[src/rtl/uart_rx_fifo_n.sv]
// uart_rx_fifo_n
// First-word-fall-through receive buffer between the UART receiver and the UDR
// read port. Each entry carries the character plus its FE/PE flags and a sticky
// DOR flag that marks the last character stored before an overrun.
module uart_rx_fifo_n #(
  parameter int DATA_W = 9,
  parameter int DEPTH  = 4,
  parameter int AW     = 2
) (
  input  logic              i_clk,
  input  logic              i_rst,
  input  logic              i_flush,
  input  logic              i_wr_valid,
  input  logic [DATA_W-1:0] i_wr_data,
  input  logic              i_wr_fe,
  input  logic              i_wr_pe,
  input  logic              i_rd,
  output logic [DATA_W-1:0] o_udr,
  output logic              o_rxc,
  output logic              o_fe,
  output logic              o_pe,
  output logic              o_dor,
  output logic              o_space,
  output logic [AW:0]       o_level
);

  localparam logic [AW:0] FULL_LEVEL = (AW + 1)'(DEPTH);

  // Character storage is left unreset; only the per-entry flags are cleared.
  logic [DATA_W-1:0] mem [DEPTH];
  logic [DEPTH-1:0]  fe_reg;
  logic [DEPTH-1:0]  pe_reg;
  logic [DEPTH-1:0]  dor_reg;

  logic [AW-1:0]     wr_ptr_reg;
  logic [AW-1:0]     wr_ptr_next;
  logic [AW-1:0]     rd_ptr_reg;
  logic [AW-1:0]     rd_ptr_next;
  logic [AW-1:0]     newest_ptr;
  logic [AW:0]       level_reg;
  logic [AW:0]       level_next;

  logic              empty;
  logic              full;
  logic              do_wr;
  logic              do_rd;
  logic              overrun;

  // Decode the accepted operations for this cycle; flush suppresses them all.
  always_comb begin
    empty      = (level_reg == '0);
    full       = (level_reg == FULL_LEVEL);
    // A read on a full buffer frees the slot the incoming character needs.
    do_wr      = i_wr_valid & (~full | i_rd) & ~i_flush;
    // A read on an empty buffer is ignored, even when a write lands alongside it.
    do_rd      = i_rd & ~empty & ~i_flush;
    overrun    = i_wr_valid & full & ~i_rd & ~i_flush;
    // When full, wr_ptr has wrapped onto rd_ptr, so the newest entry is one behind.
    newest_ptr = wr_ptr_reg - 1'b1;
  end

  // Pointer and level next-state; the power-of-two depth gives the wrap for free.
  always_comb begin
    wr_ptr_next = wr_ptr_reg;
    rd_ptr_next = rd_ptr_reg;
    level_next  = level_reg;
    if (i_flush) begin
      wr_ptr_next = '0;
      rd_ptr_next = '0;
      level_next  = '0;
    end else begin
      if (do_wr) begin
        wr_ptr_next = wr_ptr_reg + 1'b1;
      end
      if (do_rd) begin
        rd_ptr_next = rd_ptr_reg + 1'b1;
      end
      case ({do_wr, do_rd})
        2'b10:   level_next = level_reg + 1'b1;
        2'b01:   level_next = level_reg - 1'b1;
        default: level_next = level_reg;
      endcase
    end
  end

  // Pointer and level registers.
  always_ff @(posedge i_clk or posedge i_rst) begin
    if (i_rst) begin
      wr_ptr_reg <= '0;
      rd_ptr_reg <= '0;
      level_reg  <= '0;
    end else begin
      wr_ptr_reg <= wr_ptr_next;
      rd_ptr_reg <= rd_ptr_next;
      level_reg  <= level_next;
    end
  end

  // Character storage write port.
  always_ff @(posedge i_clk) begin
    if (do_wr) begin
      mem[wr_ptr_reg] <= i_wr_data;
    end
  end

  // Per-entry status flags: loaded on write, DOR set on overrun of the newest entry.
  generate
    for (genvar gi = 0; gi < DEPTH; gi++) begin : g_flags
      // Flag register for entry gi.
      always_ff @(posedge i_clk or posedge i_rst) begin
        if (i_rst) begin
          fe_reg[gi]  <= 1'b0;
          pe_reg[gi]  <= 1'b0;
          dor_reg[gi] <= 1'b0;
        end else if (i_flush) begin
          fe_reg[gi]  <= 1'b0;
          pe_reg[gi]  <= 1'b0;
          dor_reg[gi] <= 1'b0;
        end else if (do_wr && (wr_ptr_reg == AW'(gi))) begin
          fe_reg[gi]  <= i_wr_fe;
          pe_reg[gi]  <= i_wr_pe;
          dor_reg[gi] <= 1'b0;
        end else if (overrun && (newest_ptr == AW'(gi))) begin
          dor_reg[gi] <= 1'b1;
        end
      end
    end
  endgenerate

  // Head entry presented combinationally, forced to zero while empty.
  always_comb begin
    o_udr   = '0;
    o_fe    = 1'b0;
    o_pe    = 1'b0;
    o_dor   = 1'b0;
    o_rxc   = ~empty;
    o_space = ~full;
    o_level = level_reg;
    if (!empty) begin
      o_udr = mem[rd_ptr_reg];
      o_fe  = fe_reg[rd_ptr_reg];
      o_pe  = pe_reg[rd_ptr_reg];
      o_dor = dor_reg[rd_ptr_reg];
    end
  end

endmodule
[config.mk]
export PLATFORM = sky130hd
export DESIGN_NAME = uart_rx_fifo_n
export DESIGN_NICKNAME = d
export VERILOG_FILES = /design/src/rtl/uart_rx_fifo_n.sv
export SDC_FILE = /design/constraint.sdc
export NUM_CORES = 1
export LEC_CHECK = 0
export ABC_AREA = 1
export BUFFER_PORTS_ARGS = -buffer_cell sky130_fd_sc_hd__buf_2
export CORE_UTILIZATION = 40
export CTS_BUF_LIST = sky130_fd_sc_hd__clkbuf_4 sky130_fd_sc_hd__clkbuf_8
export DETAILED_ROUTE_END_ITERATION = 6
export PLACE_DENSITY_LB_ADDON = 0.15
export SYNTH_ARGS = -nofsm -noshare
export SYNTH_HDL_FRONTEND = slang
export SYNTH_SLANG_ARGS = --single-unit
[constraint.sdc]
create_clock -name i_clk -period 2.05 [get_ports i_clk]
set_clock_uncertainty 0.15 [all_clocks]
set_input_delay 0 -clock i_clk [delete_from_list [all_inputs] [get_ports i_clk]]
set_output_delay 0 -clock i_clk [all_outputs]
set_load 0.02 [all_outputs]
Word-level counts from Yosys, hierarchy flattened
Memories as Yosys holds them, arrays and structs flattened.
Index checks and enable logic that the tools add are counted.
- $add $sub $neg: 5
- equality and inequality tests: 9
- muxes and demuxes: 46
- reductions and logical operators: 22
- bitwise operators: 12
- order comparisons: 1
- operators by type and width (cell ; count):
    2-to-1 mux 1 bit ; 36
    nonzero test 3 bit ; 5
    nonzero test 2 bit ; 6
    equality test 2 bit, second input constant ; 5
    2-to-1 mux 9 bit ; 1
    logical AND 1 bit ; 8
    2-to-1 mux 2 bit ; 4
    AND 1 bit ; 7
    binary-select mux 1 bit (select 2 bit) ; 3
    equality test 2 x 1 -> 1 bit, second input constant ; 3
    case mux 3 bit (2 select lines) ; 1
    adder 2 x 1 -> 2 bit, second input constant ; 2
    logical NOT 2 bit ; 2
    NOT 1 bit ; 4
    adder 3 x 1 -> 3 bit, second input constant ; 1
    equality test 3 bit, second input constant ; 1
    logical NOT 3 bit ; 1
    less-than comparator 2 x 3 -> 1 bit, second input constant ; 1
    2-to-1 mux 3 bit ; 1
    subtractor 3 x 1 -> 3 bit, second input constant ; 1
    subtractor 2 x 1 -> 2 bit, second input constant ; 1
    OR 1 bit ; 1
- memories kept: 1
- register bits: 19
- output and inout bits: 17
- memory bits (writable): 36
- word-level logic and storage cells: 111
- memory list (memory ; depth ; width ; rd ports ; clocked after Yosys merged registers in ; wr ports ; RTL line ; text):
    mem ; 4 ; 9 ; 1 ; 0 ; 1 ; 30 ; logic [DATA_W-1:0] mem [DEPTH];

Depth between registers and ports, before layout
Gate-level depths: netlist of the first run.
- depth in word-level cells: 8
- gate-level depth with buffers: 13

Worst setup path before layout of the first run
OpenSTA, ideal clock, no wires.
- kind: register to register
- start point: reg level_reg[0] (netlist: o_level[0])
- end point: reg level_reg[2] (netlist: o_level[2])
- data arrival time: 1.829 ns
- setup slack: -0.046 ns
- data required time: 1.782 ns
- cell stages (with the launch flop): 14
- clock period less this slack: 2.096 ns
- setup time: 0.118 ns
- cells stage by stage: dfrtp_1 nor2_4 nand2_4 nand2_4 nor2_4 nand2_4 inv_1 fa_1 xnor2_1 inv_1 nand2_1 nand2_1 nand2_1 nand2_1
- elaborated cells between the ends (all ways): 16
- RTL lines (what ; RTL line ; text):
    start, declared ; 40 ; logic [AW:0] level_reg;
    start signal, assigned ; 95 ; level_reg <= level_next;
    logical NOT 3 bit * ; 51 ; empty = (level_reg == '0);
    NOT 1 bit * ; - ;
    named net o_rxc ; 19 ; output logic o_rxc,
    AND 1 bit * (2 in a row) ; 56 ; do_rd = i_rd & ~empty & ~i_flush;
    equality test 2 x 1 -> 1 bit or equality test 2 bit (tied branches) ; 78 ; case ({do_wr, do_rd})
    case mux 3 bit (2 select lines) ; 78 ;
    2-to-1 mux 3 bit ; 67 ; if (i_flush) begin
Mark *: on every way through the listed nets, which the timed path passes. The rest lies on a longest branch.
A chain may end at the register's enable or synchronous reset.

Worst setup path in the final report of the first run
- start point: reg level_reg[1] (netlist: o_level[1])
- end point: reg level_reg[2] (netlist: o_level[2])
- cells in the longest elaborated chain, start to end: 8
- elaborated cells between the ends (all ways): 16
- RTL lines (what ; RTL line ; text):
    equality test 3 bit ; 52 ; full = (level_reg == FULL_LEVEL);
    NOT 1 bit ; 54 ; do_wr = i_wr_valid & (~full | i_rd) & ~i_flush;
    OR 1 bit ; 54 ;
    AND 1 bit (2 in a row) ; 54 ;
    equality test 2 x 1 -> 1 bit or equality test 2 bit (tied branches) ; 78 ;
    case mux 3 bit (2 select lines) ; 78 ;
    2-to-1 mux 3 bit ; 67 ;
Several ways; a longest one is shown, not always the timed one.

==> run_results.csv, run 1 <==
group,metric,value,unit
routing,vias_per_cell,4.95,
logic_synthesis,postSynthAreaPerCell,10.4,µm²
finish,final_cell_mix,"39 x nor2_1, 36 x edfxtp_1, 32 x buf_2",
critical_path,max_stage_delay,440,ps
floorplanning,die_h,80.9,µm
timing,slew_viol_final,0,
status,status,"completed",
global_route,grt_overflow,0,
finish,regArea,1560,µm²
routing,antenna_left,0,
clock_tree,cts_tree,"yes",
routing,num_vias,1832,
critical_path,startpoint_type,"flop",
critical_path,crit_chain,"nor2_4, nand2_4, nand2_4, nor2_4, nand2_4, inv_1, fa_2, xnor2_2, inv_1, nand2_1, nand2_1, nand2_1, nand2_1",
placement,post-dp-hpwl,3320,µm
logic_synthesis,ys_seq_area_share,62.5,%
clock_tree,h-tree-depth,2,
floorplanning,core_area,5960,µm²
routing,met2_wirelength,2440,µm
critical_path,critPathKind,"flop to flop",
finish,largest_reg_flops,36,
finish,nFillCells,562,
job,cap_violations,0,
floorplanning,fp.dieW,80.9,µm
critical_path,cp.required,2110,ps
hold_path,min_path_type,"input port to async pin",
timing,min_period,1940,ps
routing,wl_per_cell,14.0,µm
finish,n_antenna_cell,0,
clock_tree,cts.sinks,55,
clock_tree,clock_latency,310,ps
clock_tree,cts.clk_slew.worst_paths,100,ps
critical_path,cp_slowest_cell,"dfrtp_2",
finish,drive_gt1_share,24.7,%
logic_synthesis,ys_seq_elements,55,
timing,slew-limit-headroom,49.0,%
finish,area_growth,21.7,%
timing,hold_violations,0,
finish,layout_commonest_cell,"nor2_1",
global_route,grt_pass1_vias,1642,
floorplanning,io_pins,33,
logic_synthesis,syn-num-nets,260,
floorplanning,rows,28,
timing,fmax,0.515,GHz
finish,stdcell_count,370,
routing,drc,0,
routing,first_iter_violations,91,
placement,gp_congestion,0.798,
routing,wirelength_met1,2450,µm
routing,routed-wl-met3,238,µm
timing,finalCritPeriodShare,94.7,%
global_route,grt_pass1_wl,8110,µm
power,leakage,1.30,nW
floorplanning,die_area,6550,µm²
finish,top_register,"mem",
clock_tree,numCtsBuffers,5,
timing,rsz0062_at_grt,"no",
logic_synthesis,syn_inst,239,
finish,multiInputGateArea,806,µm²
timing,finalSetupViolCount,0,
timing,whs,205,ps
routing,wl,5190,µm
placement,port-buffer-count,32,
critical_path,end_kind,"flop",
logic_synthesis,yosysWarnings,0,
critical_path,crit_path_frequent_cell,"nand2_1",
logic_synthesis,synth_cell_types,25,
timing,timing.setup.tns,0,ps
global_route,gr-usage-all-layers,17.2,%
placement,dp.cells,346,
routing,top_layer,"met4",
power,ir_drop,0.368,mV
timing,worst_pin_slew,763,ps
critical_path,cp.arrival,2000,ps
global_route,antenna_found_initial,0,
logic_synthesis,synth_area,2490,µm²
clock_tree,cts_root_buffer,"clkbuf_8",
clock_tree,clock_path_buffers,2,
finish,nNetsFinal,315,
global_route,grt_max_degree,26,
critical_path,cp_max_fo,4,
routing,dr.pass1.iters,4,
power,p_per_area,950,nW/µm²
floorplanning,initial_core_util,41.8,%
-- power breakdown --
part | internal, mW | switching [mW] | total, mW
Clock | 0.259 | 0.359 | 0.618
Combinational | 0.330 | 0.653 | 0.983
Sequential | 1.25 | 0.0333 | 1.28
Total | 1.84 | 1.05 | 2.88
-- worst max-delay path, delay by kind of cell (launching register included) --
family / cells / cell delay [ps]
AND/OR/NAND/NOR: 9 / 630
adder cells (fa/ha/maj): 1 / 350
XOR/XNOR: 1 / 180
buffers and inverters: 2 / 90
flip-flops: 1 / 440
-- synthesized netlist by cell type --
library cell | instances | area share [%]
inv_4 | 1 | 0.25
nand3_1 | 10 | 2.0
nor3_2 | 1 | 0.40
xnor2_1 | 1 | 0.35
fa_1 | 1 | 0.80
a21oi_2 | 1 | 0.35
inv_1 | 23 | 3.5
o21ai_0 | 31 | 6.2
nand2_1 | 19 | 2.9
inv_2 | 1 | 0.15
nand3_2 | 1 | 0.40
nor2_2 | 1 | 0.25
buf_2 | 6 | 1.2
o21ai_2 | 1 | 0.35
a21oi_1 | 24 | 4.8
nand2_2 | 6 | 1.5
o22ai_1 | 4 | 1.0
nor2_1 | 39 | 5.9
clkbuf_2 | 1 | 0.20
dfrtp_1 | 19 | 19
ha_1 | 4 | 2.0
nand2_4 | 4 | 1.8
clkbuf_1 | 2 | 0.30
nor2_4 | 2 | 0.90
edfxtp_1 | 36 | 43
-- what timing repair did --
action,4_1_cts,5_1_grt
setup buffers,0,1
setup endpoints to repair,0,1
hold buffers,15,0
gates resized for setup,0,2
endpoints found under the hold margin,72,0
-- metal layers --
| layer | vias up | GRT usage [%] |
|---|---|---|
| met5 | - | 0 |
| met4 | 0 | 6.43 |
| met2 | 47 | 27.6 |
| met3 | 6 | 2.70 |
| met1 | 866 | 23.6 |
| li1 | 913 | - |
-- final cells by class --
class                           instances  share of cell area [%]
Clock buffer                            6                    2.52
Tap cell                               75                    3.09
Inverter                               25                    3.18
Sequential cell                        55                    51.4
Timing Repair Buffer                   57                    12.7
Multi-Input combinational cell        150                    26.6
Clock inverter                          2                   0.536
-- metrics by stage --
| stage | setup WS, ps | area (µm²) | total power, mW | utilization, % |
|---|---|---|---|---|
| after global placement | 116 | 2770 | 2.25 | 46.6 |
| after floorplan | 6.65 | 2490 | 1.95 | - |
| after global routing | 4.37 | 3030 | 3.04 | 50.9 |
| after CTS | 53.5 | 3020 | 2.88 | 50.6 |
| final | 109 | 3030 | 2.88 | 50.9 |
| after detailed placement | 58.6 | 2770 | 2.25 | 46.6 |
-- final timing paths --
kind	startpoint	slack, ps	depth (start not counted)	end
min in group i_clk	i_wr_data[6]	290	2	mem[3][6]
hold / removal	i_rst	210	3	fe_reg[1]
max in group asynchronous	i_rst	1010	3	o_level[0]
setup / recovery	o_level[1]	110	13	o_level[2]
hold reg to reg	dor_reg[0]	360	2	dor_reg[0]
setup reg to reg	o_level[1]	110	13	o_level[2]
-- cell families after synthesis --
kind of cell    share of synthesized area (%)
simple gates                             16.0
flops                                    62.5
compound gates                           12.8
buf+inv                                  5.57
fa+ha+maj                                2.81
xor+xnor                                0.352
No activity file was read; power rests on OpenSTA's default activity.
==> inputs of run 2 (changes only) <==
--- a/config.mk
+++ b/config.mk
@@ -10,6 +10,7 @@
 export CORE_UTILIZATION = 40
 export CTS_BUF_LIST = sky130_fd_sc_hd__clkbuf_4 sky130_fd_sc_hd__clkbuf_8
 export DETAILED_ROUTE_END_ITERATION = 6
+export MAX_ROUTING_LAYER = met4
 export PLACE_DENSITY_LB_ADDON = 0.15
 export SYNTH_ARGS = -nofsm -noshare
 export SYNTH_HDL_FRONTEND = slang
==> run 2 against run 1 <==
Net effect: die area is the same; register-to-register slack is essentially flat; critical endpoint unchanged; critical path type unchanged; cell count is the same; critical path depth is the same; clock power is essentially flat; first-iteration DRC count grew 48%; utilization is the same; routed wire length grew 0.25%; power is essentially flat; global-route usage grew 0.51 points; count of clock-buffer cells in the layout is the same.
==> run_results.csv, run 2 (synthesis results as in run 1) <==
group,metric,value,unit
status,status,"completed",
critical_path,r2r-end,"o_level[2]",
finish,drive_gt1_share,24.7,%
finish,final_cell_mix,"39 x nor2_1, 36 x edfxtp_1, 32 x buf_2",
placement,gp_congestion,0.810,
finish,nNetsFinal,315,
power,leakage,1.30,nW
power,power_frac_comb,34.1,%
timing,rsz0062_at_grt,"no",
finish,area_growth,21.7,%
critical_path,cp.required,2110,ps
floorplanning,initial_core_util,41.8,%
critical_path,ff2ff_path_depth,13,
placement,post-dp-hpwl,3320,µm
critical_path,crit_start,"o_level[1]",
timing,worst_pin_slew,762,ps
floorplanning,rows,28,
routing,dr.pass1.iters,4,
power,power_frac_seq,44.4,%
floorplanning,die_area,6550,µm²
finish,largest_reg_flops,36,
critical_path,rr_startpoint,"o_level[1]",
global_route,grt_pass1_wl,8120,µm
global_route,grt_pass1_vias,1644,
clock_tree,cts_root_buffer,"clkbuf_8",
timing,finalCritPeriodShare,94.7,%
floorplanning,core_area,5960,µm²
power,p_sw_share,36.3,%
power,p_sw,1.05,mW
clock_tree,cts_tree,"yes",
placement,port-buffer-count,32,
timing,timing.setup.tns,0,ps
timing,hold_violations,0,
routing,drc,0,
critical_path,end_kind,"flop",
global_route,grt_overflow,0,
global_route,grt_max_degree,26,
finish,finish.utilization,50.9,%
routing,antenna_left,0,
placement,postPlaceCellArea,2770,µm²
power,p_per_area,950,nW/µm²
finish,top_register,"mem",
finish,n_antenna_cell,0,
timing,min_period,1940,ps
hold_path,min_path_type,"input port to async pin",
critical_path,cp_max_fo,4,
routing,wl_per_cell,14.1,µm
clock_tree,numCtsBuffers,5,
critical_path,crit_path_end,"o_level[2]",
finish,layout_commonest_cell,"nor2_1",
critical_path,cp.arrival,2000,ps
clock_tree,cts.sinks,55,
timing,slew-limit-headroom,49.2,%
timing,finalSetupViolCount,0,
critical_path,r2r_slack,110,ps
routing,vias_per_cell,4.98,
critical_path,critPathKind,"flop to flop",
timing,slew_viol_final,0,
routing,first_iter_violations,135,
floorplanning,io_pins,33,
clock_tree,clock_latency,310,ps
critical_path,startpoint_type,"flop",
global_route,gr-usage-all-layers,17.8,%
global_route,antenna_found_initial,0,
floorplanning,fp.dieW,80.9,µm
power,ir_drop,0.368,mV
power,intPower,1.84,mW
timing,fmax,0.515,GHz
clock_tree,h-tree-depth,2,
power,clock_power_share,21.5,%
finish,fin_area,3030,µm²
routing,wl,5210,µm
finish,nFillCells,562,
clock_tree,cts.clk_slew.worst_paths,100,ps
floorplanning,die_h,80.9,µm
routing,num_vias,1844,
job,cap_violations,0,
clock_tree,clock_path_buffers,2,
==> run 2: cell counts in the layout (fill, tap and decap cells not counted) <==
No cell type changed its count.
==> run 2: through the flow <==
| stage | total power [mW] | hold WS (ps) | setup WS (ps) | instances |
|---|---|---|---|---|
| floorplan | 1.95 | -199 | 6.65 | 239 |
| global placement | 2.25 | 20.2 | 116 | 346 |
| detailed placement | 2.25 | 29.3 | 58.6 | 346 |
| CTS | 2.88 | 233 | 53.5 | 369 |
| global route | 3.04 | 285 | 4.68 | 370 |
| finish | 2.88 | 205 | 108 | 370 |
==> run 2: power by group through the flow <==
| stage | Combinational [mW] | Clock, mW | Sequential (mW) |
|---|---|---|---|
| finish | 0.984 | 0.619 | 1.28 |
| global route | 1.07 | 0.682 | 1.29 |
| CTS | 0.966 | 0.632 | 1.28 |
| detailed placement | 0.939 | 0 | 1.31 |
| global placement | 0.938 | 0 | 1.31 |
| floorplan | 0.618 | 0 | 1.34 |
==> run 2: worst min-delay path by stage <==
stage	slack, ps	to	from	cells after the start
finish	210	fe_reg[1]	i_rst	3
global route	280	fe_reg[1]	i_rst	3
CTS	230	fe_reg[1]	i_rst	3
detailed placement	30	fe_reg[1]	i_rst	2
global placement	20	fe_reg[2]	i_rst	2
floorplan	-200	dor_reg[0]	i_rst	1
==> run 2: repair_timing <==
action / 4_1_cts / 5_1_grt
hold buffers: 15 / 0
hold endpoints to repair: 72 / 0
endpoints found under the setup margin: 0 / 1
buffers inserted: 0 / 1
resized for setup: 0 / 2
==> run 2: critical path, cell delays in order (launching register included) <==
cell	delay [ps]
dfrtp_2	440
nor2_4	160
nand2_4	80
nand2_4	90
nor2_4	40
nand2_4	60
inv_1	40
fa_2	350
xnor2_2	180
inv_1	50
nand2_1	60
nand2_1	40
nand2_1	60
nand2_1	40
==> run 2: layout make-up <==
cell class	instances	area (µm²)	share of cell area, %
flip-flops and latches	55	1560	51.4
multi-input cells	150	806	26.6
repair buffers	57	385	12.7
inverters	25	96.3	3.18
well taps	75	93.8	3.09
clock buffers	6	76.3	2.52
clock inverters	2	16.3	0.536
==> run 2: metal layers <==
layer	vias to the layer above	wire length (µm)	track usage (%)
li1	914	-	-
met1	886	2440	23.5
met2	38	2500	27.6
met3	6	204	2.70
met4	0	65	6.43
met5	-	0	-
